File: src/rtl/ahb3lite_interconnect_slave_arbiter.sv
// Per-slave arbiter for the AHB3-Lite multi-layer switch. The highest priority
// requester wins, ties are broken round-robin, and ownership moves only at safe points.
module ahb3lite_interconnect_slave_arbiter #(
    parameter int unsigned MASTERS = 3
) (
    input  logic                          HCLK,
    input  logic                          HRESETn,
    input  logic [MASTERS-1:0]            mst_req,
    input  logic [MASTERS*3-1:0]          mst_priority,
    input  logic [MASTERS-1:0]            mst_can_switch,
    input  logic                          slv_HREADY,
    output logic [MASTERS-1:0]            master_granted,
    output logic [((MASTERS > 1) ? $clog2(MASTERS) : 1)-1:0] granted_master,
    output logic                          grant_valid,
    output logic                          grant_switch
);

    localparam int unsigned MASTER_BITS = (MASTERS > 1) ? $clog2(MASTERS) : 1;
    localparam int unsigned PRIO_BITS   = 3;

    logic [MASTER_BITS-1:0] rr_ptr;
    logic                   owner_can_switch_c;
    logic                   switch_en_c;
    logic                   any_req_c;
    logic [PRIO_BITS-1:0]   maxp_c;
    logic [MASTERS-1:0]     cand_c;
    logic                   win_found_c;
    logic [MASTER_BITS-1:0] winner_c;
    logic [MASTERS-1:0]     winner_onehot_c;

    // The owner's can_switch, selected without an out-of-range index when MASTERS is not a power of two
    always_comb begin
        owner_can_switch_c = 1'b0;
        for (int unsigned m = 0; m < MASTERS; m++) begin
            if (granted_master == MASTER_BITS'(m)) begin
                owner_can_switch_c = mst_can_switch[m];
            end
        end
    end

    assign switch_en_c = slv_HREADY & (~grant_valid | owner_can_switch_c);
    assign any_req_c   = |mst_req;

    // Highest requested priority and the set of masters sitting at it
    always_comb begin
        maxp_c = '0;
        cand_c = '0;
        for (int unsigned m = 0; m < MASTERS; m++) begin
            if (mst_req[m] && (mst_priority[m*PRIO_BITS +: PRIO_BITS] > maxp_c)) begin
                maxp_c = mst_priority[m*PRIO_BITS +: PRIO_BITS];
            end
        end
        for (int unsigned m = 0; m < MASTERS; m++) begin
            cand_c[m] = mst_req[m] && (mst_priority[m*PRIO_BITS +: PRIO_BITS] == maxp_c);
        end
    end

    // Round-robin scan starting just after the last winner
    always_comb begin
        win_found_c = 1'b0;
        winner_c    = '0;
        for (int unsigned k = 1; k <= MASTERS; k++) begin
            for (int unsigned m = 0; m < MASTERS; m++) begin
                if (!win_found_c && cand_c[m] &&
                    (m == ((32'(rr_ptr) + k) % MASTERS))) begin
                    win_found_c = 1'b1;
                    winner_c    = MASTER_BITS'(m);
                end
            end
        end
    end

    always_comb begin
        winner_onehot_c = '0;
        for (int unsigned m = 0; m < MASTERS; m++) begin
            winner_onehot_c[m] = (winner_c == MASTER_BITS'(m));
        end
    end

    // Grant state; nothing moves unless the slave is ready and the owner allows it
    always_ff @(posedge HCLK or negedge HRESETn) begin
        if (!HRESETn) begin
            master_granted <= '0;
            granted_master <= '0;
            grant_valid    <= 1'b0;
            grant_switch   <= 1'b0;
            rr_ptr         <= MASTER_BITS'(MASTERS - 1);
        end else if (switch_en_c) begin
            if (any_req_c) begin
                master_granted <= winner_onehot_c;
                granted_master <= winner_c;
                grant_valid    <= 1'b1;
                grant_switch   <= (winner_onehot_c != master_granted);
                rr_ptr         <= winner_c;
            end else begin
                // Park: drop the grant but keep the data mux on the last owner
                master_granted <= '0;
                grant_valid    <= 1'b0;
                grant_switch   <= (master_granted != '0);
            end
        end else begin
            grant_switch <= 1'b0;
        end
    end

endmodule

File: config.mk
export PLATFORM = sky130hd
export DESIGN_NAME = ahb3lite_interconnect_slave_arbiter
export DESIGN_NICKNAME = d
export VERILOG_FILES = /design/src/rtl/ahb3lite_interconnect_slave_arbiter.sv
export SDC_FILE = /design/constraint.sdc
export NUM_CORES = 1
export LEC_CHECK = 0
export ABC_CLOCK_PERIOD_IN_PS = 4100
export BUFFER_PORTS_ARGS = -buffer_cell sky130_fd_sc_hd__clkbuf_2
export CELL_PAD_IN_SITES_DETAIL_PLACEMENT = 1
export CELL_PAD_IN_SITES_GLOBAL_PLACEMENT = 1
export CORE_MARGIN = 2
export CORE_UTILIZATION = 42
export CTS_CLUSTER_DIAMETER = 100
export DETAILED_ROUTE_END_ITERATION = 7
export PLACE_DENSITY = 0.87
export SYNTH_ARGS = -nofsm -noshare
export SYNTH_HDL_FRONTEND = slang
export SYNTH_SLANG_ARGS = --single-unit
File: constraint.sdc
create_clock -name HCLK -period 4.1 [get_ports HCLK]
set_clock_uncertainty 0.05 [all_clocks]
set_input_delay 0 -clock HCLK [delete_from_list [all_inputs] [get_ports HCLK]]
set_output_delay 0 -clock HCLK [all_outputs]
set_load 0.05 [all_outputs]
Word-level counts from Yosys, hierarchy flattened. Index checks and enable logic that the tools add are counted.

$add $sub $neg: 3. Div/mod/pow operators: 3. $lt $le $gt $ge: 3. Equal/unequal tests: 14. Muxes and demuxes: 26. Bitwise logic cells: 3. Reductions and logical operators: 39.

Operator list (number): 1-bit by 32-bit == test with 1-bit output, first input constant (3); 2-bit by 32-bit == test with 1-bit output, first input constant (3); 32-bit logical NOT (3); 32-bit by 2-bit remainder unit with 32-bit output, second input constant (3); 1-bit logical AND (23); 1-bit two-way mux (15); 2-bit two-way mux (7); 3-bit two-way mux (4); 3-bit == test (3); 1-bit logical NOT (8); 2-bit by 2-bit adder with 3-bit output, second input constant (2); 3-bit greater-than comparator (2); 2-bit by 1-bit == test with 1-bit output, second input constant (2); 2-bit == test, second input constant (2); 2-bit logical NOT (2); 2-bit by 1-bit adder with 3-bit output, second input constant (1); 3-bit by 1-bit greater-than comparator with 1-bit output, second input constant (1); 3-bit inequality test (1); 3-bit nonzero test (1); 3-bit OR reduction (1); 2-bit AND reduction (1); 1-bit bitwise AND (1); 1-bit NOT (1); 1-bit OR (1).

Flip-flop bits (word level): 9. Bits of input ports: 18. Word-level logic and storage cells: 96.

Longest topological paths before layout. Gate-level depths: netlist of the first run.

Depth after elaboration: 49. Depth in mapped cells: 18.

Worst setup path before layout of the first run. Ideal clock, no wire load.

Path kind: input-to-reg. Start point: input mst_priority[2]. End point: register grant_switch. Setup time: 0.137 ns. Arrival: 3.199 ns. Required time: 3.913 ns. Path slack: 0.714 ns. Stages: 18. Path buffers: 2. Cells stage by stage: and2_1 inv_1 ha_1 and3b_1 o211a_1 clkbuf_1 nor2_1 a21oi_1 ha_1 or2_2 o2111a_1 buf_6 and2_4 o32a_4 nor4_2 o311ai_0 nand4b_1 nand3_1.

Cells in the longest elaborated chain, start to end: 49.

RTL lines: start: declaration (line 9) `input logic [MASTERS*3-1:0] mst_priority,`; 3-bit by 1-bit greater-than comparator with 1-bit output (line 49) `if (mst_req[m] && (mst_priority[m*PRIO_BITS +: PRIO_BITS] > maxp_c)) begin`; 1-bit logical AND (line 49); 3-bit two-way mux (line 49); 3-bit greater-than comparator (line 49); 1-bit logical AND (line 49); 3-bit two-way mux (line 49); 3-bit greater-than comparator (line 49); 1-bit logical AND (line 49); (+32 left out); 1-bit two-way mux (line 64) `if (!win_found_c && cand_c[m] &&`; 1-bit logical NOT (line 64); 1-bit logical AND (2 in a row) (line 64); 2-bit two-way mux (*) (line 64); 2-bit by 1-bit == test with 1-bit output (tied with other cells) (line 76) `winner_onehot_c[m] = (winner_c == MASTER_BITS'(m));`; 3-bit inequality test (*) (line 93) `grant_switch <= (winner_onehot_c != master_granted);`; 1-bit two-way mux (*) (line 89) `if (any_req_c) begin`; 1-bit two-way mux (*) (line 88) `end else if (switch_en_c) begin`; end signal: assignment (line 93); end signal: assignment (line 99) `grant_switch <= (master_granted != '0);`; end: declaration (line 15) `output logic grant_switch`.

Every way passes the cells marked *; elsewhere a longest branch is shown, timed or not. A chain may end at the register's enable or synchronous reset.

Final worst setup path of the first run.
Start point: input mst_req[0]. End point: register master_granted[0].

Cells in the longest elaborated chain, start to end: 46.

RTL lines: start: declaration (line 8) `input logic [MASTERS-1:0] mst_req,`; 1-bit logical AND (line 49); 3-bit two-way mux (line 49); 3-bit greater-than comparator (line 49); 1-bit logical AND (line 49); 3-bit two-way mux (line 49); 3-bit greater-than comparator (line 49); 1-bit logical AND (line 49); 3-bit two-way mux (line 49); (+28 left out); 1-bit logical NOT (line 64); 1-bit logical AND (2 in a row) (line 64); 1-bit two-way mux (line 64); 1-bit logical NOT (line 64); 1-bit logical AND (2 in a row) (line 64); 2-bit two-way mux (line 64); 2-bit logical NOT (line 76); 3-bit two-way mux (*) (line 89); end signal: assignment (line 90) `master_granted <= winner_onehot_c;`; end: declaration (line 12) `output logic [MASTERS-1:0] master_granted,`.

Marks and branches as above.

==> implementation parameters, run 1 <==
Parameter                              Value

Status
  Result of the run    finished clean

Cells and area
  Proportion of layout cells with a drive suffix above 1    26.67%
  Final layout net count    177
  Non-filler cells in the finished layout    180
  Area growth, synth to finish    16.09%
  Final instance area    1227 um2
  Total inserted antenna cells    0

Synthesis
  Main synth FF type    sky130_fd_sc_hd__dfrtp_1
  Area of the mapped netlist    1057 um2
  Flip-flop and latch count after synthesis    8
  Number of flops mapped to enable cells by yosys    0
  Post-synth top area share    16.57%
  Library cell occupying the most area in the post-synthesis netlist    sky130_fd_sc_hd__dfrtp_1
  Leading cell types by total area after synthesis    sky130_fd_sc_hd__dfrtp_1 17%, sky130_fd_sc_hd__ha_1 9.5%, sky130_fd_sc_hd__xnor2_1 5.8%, sky130_fd_sc_hd__inv_1 3.6%, sky130_fd_sc_hd__a21oi_1 3.3%
  Synth Area per Inst    8.458 um2
  Distinct cell type count of the synthesized netlist    50
  Synthesized Nets    151
  Cells after synthesis    125
  Yosys warning count    0
  Part of the Yosys area used for sequential elements    19.05%
  FFs w/ async S/R, synth    100.0%

Critical path
  FF-to-FF Start    granted_master[0]
  CP arrival    3.77 ns
  Register-to-register setup slack    2.20 ns
  Startpoint-to-endpoint class of the critical path    in2reg
  Launching element type of the critical path    input port
  Worst Path Max Fanout    10
  Required arrival time at the worst endpoint    4.21 ns
  CP endpoint kind    flop
  Depth of the worst register-to-register path    6
  Reg-to-reg endpoint    master_granted[0]

STA
  Unrepaired setup endpoints after global routing    no
  Achievable clock frequency    272.7 MHz
  Hold Slack    0.06085 ns
  Total negative slack for setup checks    0 ns
  Number of setup violations in the final report    0
  Transition at the pin with the smallest max-transition slack    0.4600 ns
  Final hold violation count    0
  Final critical delay including setup and external delays    3.667 ns
  Number of max-slew violations in the final report    0
  Remaining max-slew budget at the tightest pin    69.10%
  Crit share post-route    89.45%

Power and ir drop
  Total internal power    0.2584 mW
  Comb power frac    62.8%
  Overall power after layout    0.5536 mW
  Static leakage    0.5639 nW
  Power per cell area    451.0 nW/um2
  Proportion of power drawn by flip-flops and latches    24.5%
  Maximum vdd drop    0.3576 mV
  Switching pwr    0.2952 mW
  Switching power share of the total    53.33%
  Portion of total power attributed to the clock network    12.6%

Floorplanning
  Overall die area    2934 um2
  Die outline height    54.17 um
  FP Rows    18
  Starting density of the core    43.47%
  Ports    25
  Area of the core    2432 um2
  Horizontal extent of the die    54.17 um

Placed design
  Placed cell count    175
  Gp weighted congestion    0.7782
  Cell area after placement    1191 um2
  HPWL after detailed placement    2.484 mm
  Quantity of I/O buffers inserted on ports    24

CTS
  Buffers inserted during post-CTS setup optimization    0
  Worst-path clk slew    0.06 ns
  Clock tree from TritonCTS    yes
  # clock sinks    8
  Number of gates resized after cts    0
  Number of hold buffers added after cts    1
  Clock Tree Root    sky130_fd_sc_hd__clkbuf_4
  Clock network latency to the later pin of the worst-skew pair    0.27 ns
  Number of buffers added by the clock tree synthesis step    3
  Bufs on Longest Clock Path    2
  Level count of the clock H-tree    1

Routing
  Iter 0 DRT Violations    15
  Detailed-route via count    1078
  Wire length after detailed routing    2.968 mm
  Remaining routing DRC violations    0
  Drt via density    5.989
  Detailed-routing iteration count for the pre-antenna-repair pass    4
  Wirelength per Cell    16.49 um
  Antenna Violating Nets Remaining    0

Worst hold path
  Classification of the worst-slack hold path    in2async

Global routing
  Most Crowded Layer GR    met2
  GR Util met2    35.34%
  Leftover overflow at the end of global routing    0
  Antenna violations before repair    0
  Number of global-route vias before repair    1061
  GR met1 Demand/Resource    32.78%
  Global-route wire length before repair    4.981 mm
  Largest net degree at the start of global routing    11
  Aggregate global-route resource usage    23.68%
  Met3 track demand over resource    5.833%

Flow run
  Max-cap viol count    0
==> flip-flops by register name (all words and copies together) (netlist names) <==
register        count
grant_switch        1
grant_valid         1
granted_master      2
master_granted      3
rr_ptr              1
==> metal layers <==
| layer | share of wire [%] | wire length [um] |
|---|---|---|
| met5 | 0 | 0 |
| met4 | 2.4 | 72 |
| met3 | 4.3 | 128 |
| met2 | 45 | 1326 |
| met1 | 49 | 1440 |
==> worst max-delay path, cell delays in order <==
cell and delay [ns]:
sky130_fd_sc_hd__clkbuf_2 0.16, sky130_fd_sc_hd__and2_1 0.22, sky130_fd_sc_hd__inv_1 0.09, sky130_fd_sc_hd__ha_1 0.30, sky130_fd_sc_hd__and3b_1 0.20, sky130_fd_sc_hd__o211a_1 0.35
sky130_fd_sc_hd__nor2_1 0.15, sky130_fd_sc_hd__a21oi_1 0.05, sky130_fd_sc_hd__ha_1 0.30, sky130_fd_sc_hd__nor2b_1 0.21, sky130_fd_sc_hd__o2111a_1 0.43, sky130_fd_sc_hd__nor3_1 0.13
sky130_fd_sc_hd__o32a_4 0.43, sky130_fd_sc_hd__nor4_2 0.28, sky130_fd_sc_hd__nor3_2 0.12, sky130_fd_sc_hd__o41ai_2 0.33
==> Yosys cell counts, drive strengths merged, types with 2 or more instances <==
master   count
and2         4
a21o         2
nand2b       2
nand2        9
xor2         3
nand3        5
nor3         8
a2bb2oi      2
a21oi        7
inv         10
nor2         6
clkbuf       2
ha           8
o2111ai      2
nor4         3
or2          2
dfrtp        7
o41ai        2
o311ai       2
o211ai       3
buf          3
o21ai        8
xnor2        7
==> logic make-up (layout without fill, tap and decap cells) <==
kind of cell               Yosys count  after routing  share of synthesized area [%]
xor gates and xnor gates            10             10                          8.285
buffers and inverters               15             40                          6.509
DFF                                  8              8                          19.05
AOI/OAI and AO/OA                   39             39                          32.78
and+or+nand+nor                     44             44                          22.96
adders and majority gates            8              8                          9.468
muxes                                1              1                         0.9468
==> stage by stage <==
stage,util [%],setup slack (ns)
detailed placement,48.97,0.1953
global placement,48.97,0.4192
CTS,50.46,0.4448
finish,50.46,0.4326
global route,50.46,0.1967
floorplan,-,0.7144
==> area by class of cell <==
type                            instances  area, um2
Multi-Input combinational cell        102      787.0
Sequential cell                         8      201.4
Fill cell                             308       1205
Timing Repair Buffer                   26      137.6
Clock buffer                            4      26.28
Tap cell                               30      37.54
Inverter                               10      37.54
==> cell usage in the layout (no fill, tap or decap), drive strengths merged, types with 2 or more instances in the layout <==
master   synthesis  routed
a21oi            7       7
a21o             2       2
o21ai            8       8
o41ai            2       2
nand2            9       9
clkbuf           2      28
ha               8       8
nor4             3       3
or2              2       2
o2111ai          2       2
o311ai           2       2
dfrtp            7       7
nand3            5       5
xnor2            7       7
a2bb2oi          2       2
inv             10      10
nor2             6       6
nand2b           2       2
and2             4       4
o211ai           3       3
nor3             8       8
xor2             3       3
==> worst max-delay path by stage <==
stage                               start                 to  slack [ns]  cells after the start
after floorplan           mst_priority[2]       grant_switch        0.71                     18
after global placement         mst_req[0]  master_granted[0]        0.42                     16
after detailed placement       mst_req[0]  master_granted[0]        0.20                     16
after CTS                      mst_req[0]  master_granted[0]        0.44                     16
after global routing           mst_req[0]       grant_switch        0.20                     17
final                          mst_req[0]  master_granted[0]        0.43                     16
==> power by group through the flow <==
stage / Clock [mW] / Sequential (mW) / Combinational, mW
global placement: 0 / 0.133 / 0.329
detailed placement: 0 / 0.136 / 0.346
floorplan: 0 / 0.207 / 0.190
global route: 0.0780 / 0.140 / 0.377
finish: 0.0700 / 0.136 / 0.348
CTS: 0.0698 / 0.135 / 0.348
Note: power is estimated with default switching activity, not from simulation.
==> inputs of run 2 (changes only) <==
--- a/config.mk
+++ b/config.mk
@@ -5,7 +5,7 @@
 export SDC_FILE = /design/constraint.sdc
 export NUM_CORES = 1
 export LEC_CHECK = 0
-export ABC_CLOCK_PERIOD_IN_PS = 4100
+export ABC_CLOCK_PERIOD_IN_PS = 4400
 export BUFFER_PORTS_ARGS = -buffer_cell sky130_fd_sc_hd__clkbuf_2
 export CELL_PAD_IN_SITES_DETAIL_PLACEMENT = 1
 export CELL_PAD_IN_SITES_GLOBAL_PLACEMENT = 1
==> constraint.sdc (replaced) <==
create_clock -name HCLK -period 4.4 [get_ports HCLK]
set_clock_uncertainty 0.05 [all_clocks]
set_input_delay 0 -clock HCLK [delete_from_list [all_inputs] [get_ports HCLK]]
set_output_delay 0 -clock HCLK [all_outputs]
set_load 0.05 [all_outputs]
==> run 2 against run 1 <==
  * Register-to-register slack gained 0.25 ns
  * Critical path depth increased by 1
  * Critical endpoint is now grant_switch
  * Critical path type unchanged
  * Sequential power shrank 7%
  * Clock power down 12%
  * Setup slack better by 0.30 ns
  * Final area unchanged
  * First-iteration DRC count did not move
  * Largest power group unchanged
==> implementation parameters, run 2 (same netlist as run 1, synthesis figures left out) <==
Parameter                              Value

CTS
  Level count of the clock H-tree    1
  Number of buffers added by the clock tree synthesis step    3
  Number of hold buffers added after cts    1
  Buffers inserted during post-CTS setup optimization    0
  # clock sinks    8
  Number of gates resized after cts    0
  Clock network latency to the later pin of the worst-skew pair    0.26 ns
  Clock Tree Root    sky130_fd_sc_hd__clkbuf_4
  Clock tree from TritonCTS    yes
  Bufs on Longest Clock Path    2
  Worst-path clk slew    0.06 ns

Critical path
  CP endpoint kind    flop
  Startpoint-to-endpoint class of the critical path    in2reg
  Launching element type of the critical path    input port
  FF-to-FF Start    rr_ptr[1]
  Cells along the critical path    clkbuf_2, and2_1, inv_1, ha_1, and3b_1, o211a_1, nor2_1, a21oi_1, ha_1, or2_2, o2111a_1, and2_4, o32ai_2, a41oi_1, o21a_1, o211ai_1, nand3_1
  Required arrival time at the worst endpoint    4.47 ns
  Reg-to-reg endpoint    grant_switch
  Top Family by Delay on Critical Path    compound AO/OA/AOI/OAI gates
  Most prevalent standard cell on the critical path    sky130_fd_sc_hd__ha_1
  CP arrival    3.74 ns
  Critical path's largest stage delay    0.33 ns
  Depth of the worst register-to-register path    7
  Slowest stage cell on the critical path    sky130_fd_sc_hd__o211a_1
  Crit path buffers/inverters    2
  Register-to-register setup slack    2.45 ns
  Worst Path Max Fanout    10

STA
  Achievable clock frequency    272.3 MHz
  Number of max-slew violations in the final report    0
  Transition at the pin with the smallest max-transition slack    0.4667 ns
  Total negative slack for setup checks    0 ns
  Unrepaired setup endpoints after global routing    no
  Number of setup violations in the final report    0
  Setup slack after layout    0.7281 ns
  Final hold violation count    0
  Crit share post-route    83.45%
  Hold Slack    0.06986 ns
  Remaining max-slew budget at the tightest pin    68.89%
  Final critical delay including setup and external delays    3.672 ns

Power and ir drop
  Static leakage    0.5639 nW
  Maximum vdd drop    0.3430 mV
  Power per cell area    419.3 nW/um2

Routing
  Wirelength per Cell    16.81 um
  Drt via density    5.989
  Detailed-route via count    1078
  Wire length after detailed routing    3.025 mm
  Detailed-routing iteration count for the pre-antenna-repair pass    4
  Iter 0 DRT Violations    15
  Remaining routing DRC violations    0
  Antenna Violating Nets Remaining    0

Floorplanning
  Overall die area    2934 um2
  Starting density of the core    43.47%
  FP Rows    18
  Area of the core    2432 um2
  Horizontal extent of the die    54.17 um
  Die outline height    54.17 um
  Ports    25

Global routing
  Aggregate global-route resource usage    23.03%
  Number of global-route vias before repair    1104
  Leftover overflow at the end of global routing    0
  Antenna violations before repair    0
  Global-route wire length before repair    4.947 mm
  Largest net degree at the start of global routing    11

Cells and area
  Register with the highest flop count    master_granted
  Biggest registers after layout    master_granted (3), granted_master (2)
  Commonest non-fill, non-tap cell in the layout    sky130_fd_sc_hd__clkbuf_2
  Max FFs per register    3
  Proportion of layout cells with a drive suffix above 1    26.67%
  Commonest non-fill, non-tap cells in the layout    24 x sky130_fd_sc_hd__clkbuf_2, 10 x sky130_fd_sc_hd__inv_1, 9 x sky130_fd_sc_hd__nand2_1
  Non-filler cells in the finished layout    180
  Total inserted antenna cells    0
  Final layout net count    177
  Area growth, synth to finish    16.09%
  Final instance area    1227 um2
  Filler Cell Count    320

Flow run
  Max-cap viol count    0

Placed design
  HPWL after detailed placement    2.479 mm
  Quantity of I/O buffers inserted on ports    24
  Placed cell count    175
  Cell area after placement    1191 um2
  Gp weighted congestion    0.8223
  Worst-case setup slack after placement    0.5030 ns

Worst hold path
  Classification of the worst-slack hold path    in2async

Status
  Result of the run    finished clean
==> run 2: cell counts in the layout (fill, tap and decap cells not counted) <==
Identical to the previous run, type by type.
==> run 2: stage by stage <==
stage / utilization (%) / power (mW)
after floorplan: - / 0.3701
after detailed placement: 48.97 / 0.4473
final: 50.46 / 0.5146
after global placement: 48.97 / 0.4323
after CTS: 50.46 / 0.5125
after global routing: 50.46 / 0.5497
==> run 2: area by class of cell <==
type                    count  area (um2)  share of cell area, %
flip-flops and latches      8       201.4                  16.41
inverters                  10       37.54                  3.058
well taps                  30       37.54                  3.058
clock buffers               4       26.28                  2.141
repair buffers             26       137.6                  11.21
multi-input cells         102       787.0                  64.12
==> run 2: power breakdown <==
| group | internal (mW) | switching [mW] | leakage [nW] |
|---|---|---|---|
| logic | 0.105 | 0.222 | 0.448 |
| clock network | 0.0348 | 0.0267 | 0.0150 |
| registers | 0.101 | 0.0247 | 0.101 |
==> run 2: worst max-delay path by stage <==
stage | startpoint | to | cells after the start
floorplan | mst_priority[2] | grant_switch | 18
global placement | mst_req[0] | grant_switch | 17
detailed placement | mst_req[0] | grant_switch | 17
CTS | mst_req[0] | grant_switch | 17
global route | mst_req[0] | grant_switch | 17
finish | mst_req[0] | grant_switch | 17
==> run 2: metal layers <==
metal | GRT usage, % | wire length [um] | up-vias
li1 | - | - | 524
met1 | 29.92 | 1363 | 514
met2 | 38.96 | 1486 | 34
met3 | 3.056 | 124 | 6
met4 | 7.500 | 51 | 0
met5 | 0 | 0 | -
==> run 2: worst reg2reg max path, stage by stage, from the launching register on <==
cell	delay [ns]
sky130_fd_sc_hd__dfstp_2	0.53
sky130_fd_sc_hd__inv_1	0.05
sky130_fd_sc_hd__ha_1	0.25
sky130_fd_sc_hd__o311a_1	0.14
sky130_fd_sc_hd__a311oi_1	0.33
sky130_fd_sc_hd__o2111ai_1	0.20
sky130_fd_sc_hd__o211ai_1	0.14
sky130_fd_sc_hd__nand3_1	0.12
==> inputs of run 3 (changes only) <==
--- a/config.mk
+++ b/config.mk
@@ -5,15 +5,15 @@
 export SDC_FILE = /design/constraint.sdc
 export NUM_CORES = 1
 export LEC_CHECK = 0
-export ABC_CLOCK_PERIOD_IN_PS = 4400
+export ABC_CLOCK_PERIOD_IN_PS = 3400
 export BUFFER_PORTS_ARGS = -buffer_cell sky130_fd_sc_hd__clkbuf_2
 export CELL_PAD_IN_SITES_DETAIL_PLACEMENT = 1
 export CELL_PAD_IN_SITES_GLOBAL_PLACEMENT = 1
 export CORE_MARGIN = 2
-export CORE_UTILIZATION = 42
+export CORE_UTILIZATION = 39
 export CTS_CLUSTER_DIAMETER = 100
 export DETAILED_ROUTE_END_ITERATION = 7
-export PLACE_DENSITY = 0.87
+export PLACE_DENSITY = 0.82
 export SYNTH_ARGS = -nofsm -noshare
 export SYNTH_HDL_FRONTEND = slang
 export SYNTH_SLANG_ARGS = --single-unit
==> constraint.sdc (replaced) <==
create_clock -name HCLK -period 3.4 [get_ports HCLK]
set_clock_uncertainty 0.05 [all_clocks]
set_input_delay 0 -clock HCLK [delete_from_list [all_inputs] [get_ports HCLK]]
set_output_delay 0 -clock HCLK [all_outputs]
set_load 0.05 [all_outputs]
==> run 3 against run 2 <==
  * Core utilization up 6.4 points
  * Sequential cell count unchanged
  * Die area up 7.1%
  * Combinational power up 50%
  * Final area up 17%
  * Via count up 6.6%
  * Non-clock buffer count up 16
  * Global-route usage down 0.20 points
  * Worst hold slack worse by 0.0024 ns
  * Critical endpoint unchanged
  * Highest routed layer unchanged
==> implementation parameters, run 3 (same netlist as run 1, synthesis figures left out) <==
Parameter                              Value

Critical path
  CP endpoint kind    flop
  Worst Path Max Fanout    6
  Cells along the critical path    clkbuf_2, and2_4, inv_1, ha_1, and3b_2, o211a_4, nor2_1, a21oi_1, ha_1, or2_1, o2111a_2, nor3_1, o32ai_4, a41o_1, nor4_1, nand4b_1, nand3_1
  Crit path buffers/inverters    2
  Critical path's largest stage delay    0.32 ns
  Launching element type of the critical path    input port
  Slowest stage cell on the critical path    sky130_fd_sc_hd__a41o_1
  Reg-to-reg endpoint    grant_switch
  Startpoint-to-endpoint class of the critical path    in2reg
  Most prevalent standard cell on the critical path    sky130_fd_sc_hd__ha_1
  CP arrival    3.41 ns
  Depth of the worst register-to-register path    7
  Top Family by Delay on Critical Path    simple AND/OR/NAND/NOR gates
  Required arrival time at the worst endpoint    3.48 ns
  FF-to-FF Start    rr_ptr[1]
  Register-to-register setup slack    1.54 ns

Floorplanning
  Horizontal extent of the die    56.07 um
  FP Rows    18
  Overall die area    3143 um2
  Ports    25
  Starting density of the core    41.91%
  Area of the core    2522 um2
  Die outline height    56.07 um

Global routing
  Number of global-route vias before repair    1229
  Largest net degree at the start of global routing    9
  Global-route wire length before repair    5.865 mm
  Aggregate global-route resource usage    22.83%
  Antenna violations before repair    0
  Leftover overflow at the end of global routing    0

Cells and area
  Final layout net count    193
  Final instance area    1434 um2
  Commonest non-fill, non-tap cell in the layout    sky130_fd_sc_hd__clkbuf_2
  Area used by sequential logic in the layout    201.4 um2
  Proportion of layout cells with a drive suffix above 1    40.36%
  Area growth, synth to finish    35.62%
  Non-filler cells in the finished layout    196
  Commonest non-fill, non-tap cells in the layout    24 x sky130_fd_sc_hd__clkbuf_2, 17 x sky130_fd_sc_hd__buf_4, 10 x sky130_fd_sc_hd__inv_1
  Max FFs per register    3
  Biggest registers after layout    master_granted (3), granted_master (2)
  Register with the highest flop count    master_granted
  Total inserted antenna cells    0
  Area of combinational cells with multiple inputs    873.3 um2
  Filler Cell Count    314

STA
  Remaining max-slew budget at the tightest pin    71.85%
  Final hold violation count    0
  Achievable clock frequency    301.0 MHz
  Transition at the pin with the smallest max-transition slack    0.4191 ns
  Final critical delay including setup and external delays    3.323 ns
  Number of max-slew violations in the final report    0
  Crit share post-route    97.72%
  Setup slack after layout    0.07736 ns
  Number of setup violations in the final report    0

Power and ir drop
  Maximum vdd drop    0.4862 mV
  Power per cell area    514.8 nW/um2
  Static leakage    0.6535 nW
  Switching power share of the total    52.26%
  Overall power after layout    0.7382 mW
  Proportion of power drawn by flip-flops and latches    22.2%
  Comb power frac    66.7%
  Portion of total power attributed to the clock network    11.1%
  Switching pwr    0.3857 mW
  Total internal power    0.3525 mW

CTS
  Bufs on Longest Clock Path    2
  Clock tree from TritonCTS    yes
  Clock network latency to the later pin of the worst-skew pair    0.26 ns
  Worst-path clk slew    0.06 ns
  Level count of the clock H-tree    1
  # clock sinks    8
  Clock Tree Root    sky130_fd_sc_hd__clkbuf_4
  Number of buffers added by the clock tree synthesis step    3

Flow run
  Max-cap viol count    0

Placed design
  Cell area after placement    1304 um2
  Gp weighted congestion    0.8714
  Worst-case setup slack after placement    -0.2318 ns
  Placed cell count    190
  HPWL after detailed placement    2.747 mm
  Quantity of I/O buffers inserted on ports    24

Routing
  Remaining routing DRC violations    0
  Wirelength per Cell    18.66 um
  Antenna Violating Nets Remaining    0
  Detailed-routing iteration count for the pre-antenna-repair pass    4
  Detailed-route via count    1149
  Iter 0 DRT Violations    41
  Wire length after detailed routing    3.657 mm
  Drt via density    5.862

Status
  Result of the run    finished clean

Worst hold path
  Classification of the worst-slack hold path    in2async
run 3: timing repair:
| action | in CTS | in global routing |
|---|---|---|
| endpoints found under the setup margin | 0 | 7 |
| hold buffers | 1 | 0 |
| endpoints found under the hold margin | 8 | 0 |
| gates resized for setup | 0 | 20 |
| buffers inserted | 0 | 1 |
run 3: worst max-delay path by stage:
stage | from | endpoint | slack, ns | cells after the start
floorplan | mst_priority[2] | grant_switch | 0.01 | 18
global placement | mst_req[0] | grant_switch | -0.02 | 18
detailed placement | mst_req[0] | grant_switch | -0.23 | 18
CTS | mst_req[0] | grant_switch | 0.03 | 17
global route | mst_priority[1] | grant_switch | -0.07 | 17
finish | mst_priority[1] | grant_switch | 0.08 | 17
run 3: area by class of cell:
type                            count  share of cell area, %
Clock buffer                        4                  1.832
Multi-Input combinational cell    102                  60.91
Inverter                           10                  2.618
Sequential cell                     8                  14.05
Tap cell                           30                  2.618
Timing Repair Buffer               42                  17.98
run 3: power groups by stage:
| stage | sequential, mW | clock (mW) | combinational (mW) |
|---|---|---|---|
| after floorplan | 0.249 | 0 | 0.230 |
| after global placement | 0.159 | 0 | 0.419 |
| after detailed placement | 0.162 | 0 | 0.438 |
| after CTS | 0.162 | 0.0850 | 0.444 |
| after global routing | 0.170 | 0.0903 | 0.528 |
| final | 0.164 | 0.0821 | 0.492 |
run 3: stage by stage:
step,util (%),hold WS (ns),setup TNS [ns]
floorplan,-,-0.3456,0
global placement,51.69,-0.2014,-0.01916
detailed placement,51.69,-0.1923,-0.8720
CTS,53.13,0.06488,0
global route,56.85,0.07541,-0.1838
finish,56.85,0.06750,0
run 3: metal layers:
| layer | global-route usage [%] | part of all wire [%] | vias to the layer above |
|---|---|---|---|
| li1 | - | - | 557 |
| met1 | 30.53 | 47 | 565 |
| met2 | 38.49 | 49 | 21 |
| met3 | 3.721 | 2.6 | 6 |
| met4 | 4.762 | 1.2 | 0 |
| met5 | 0 | 0 | - |
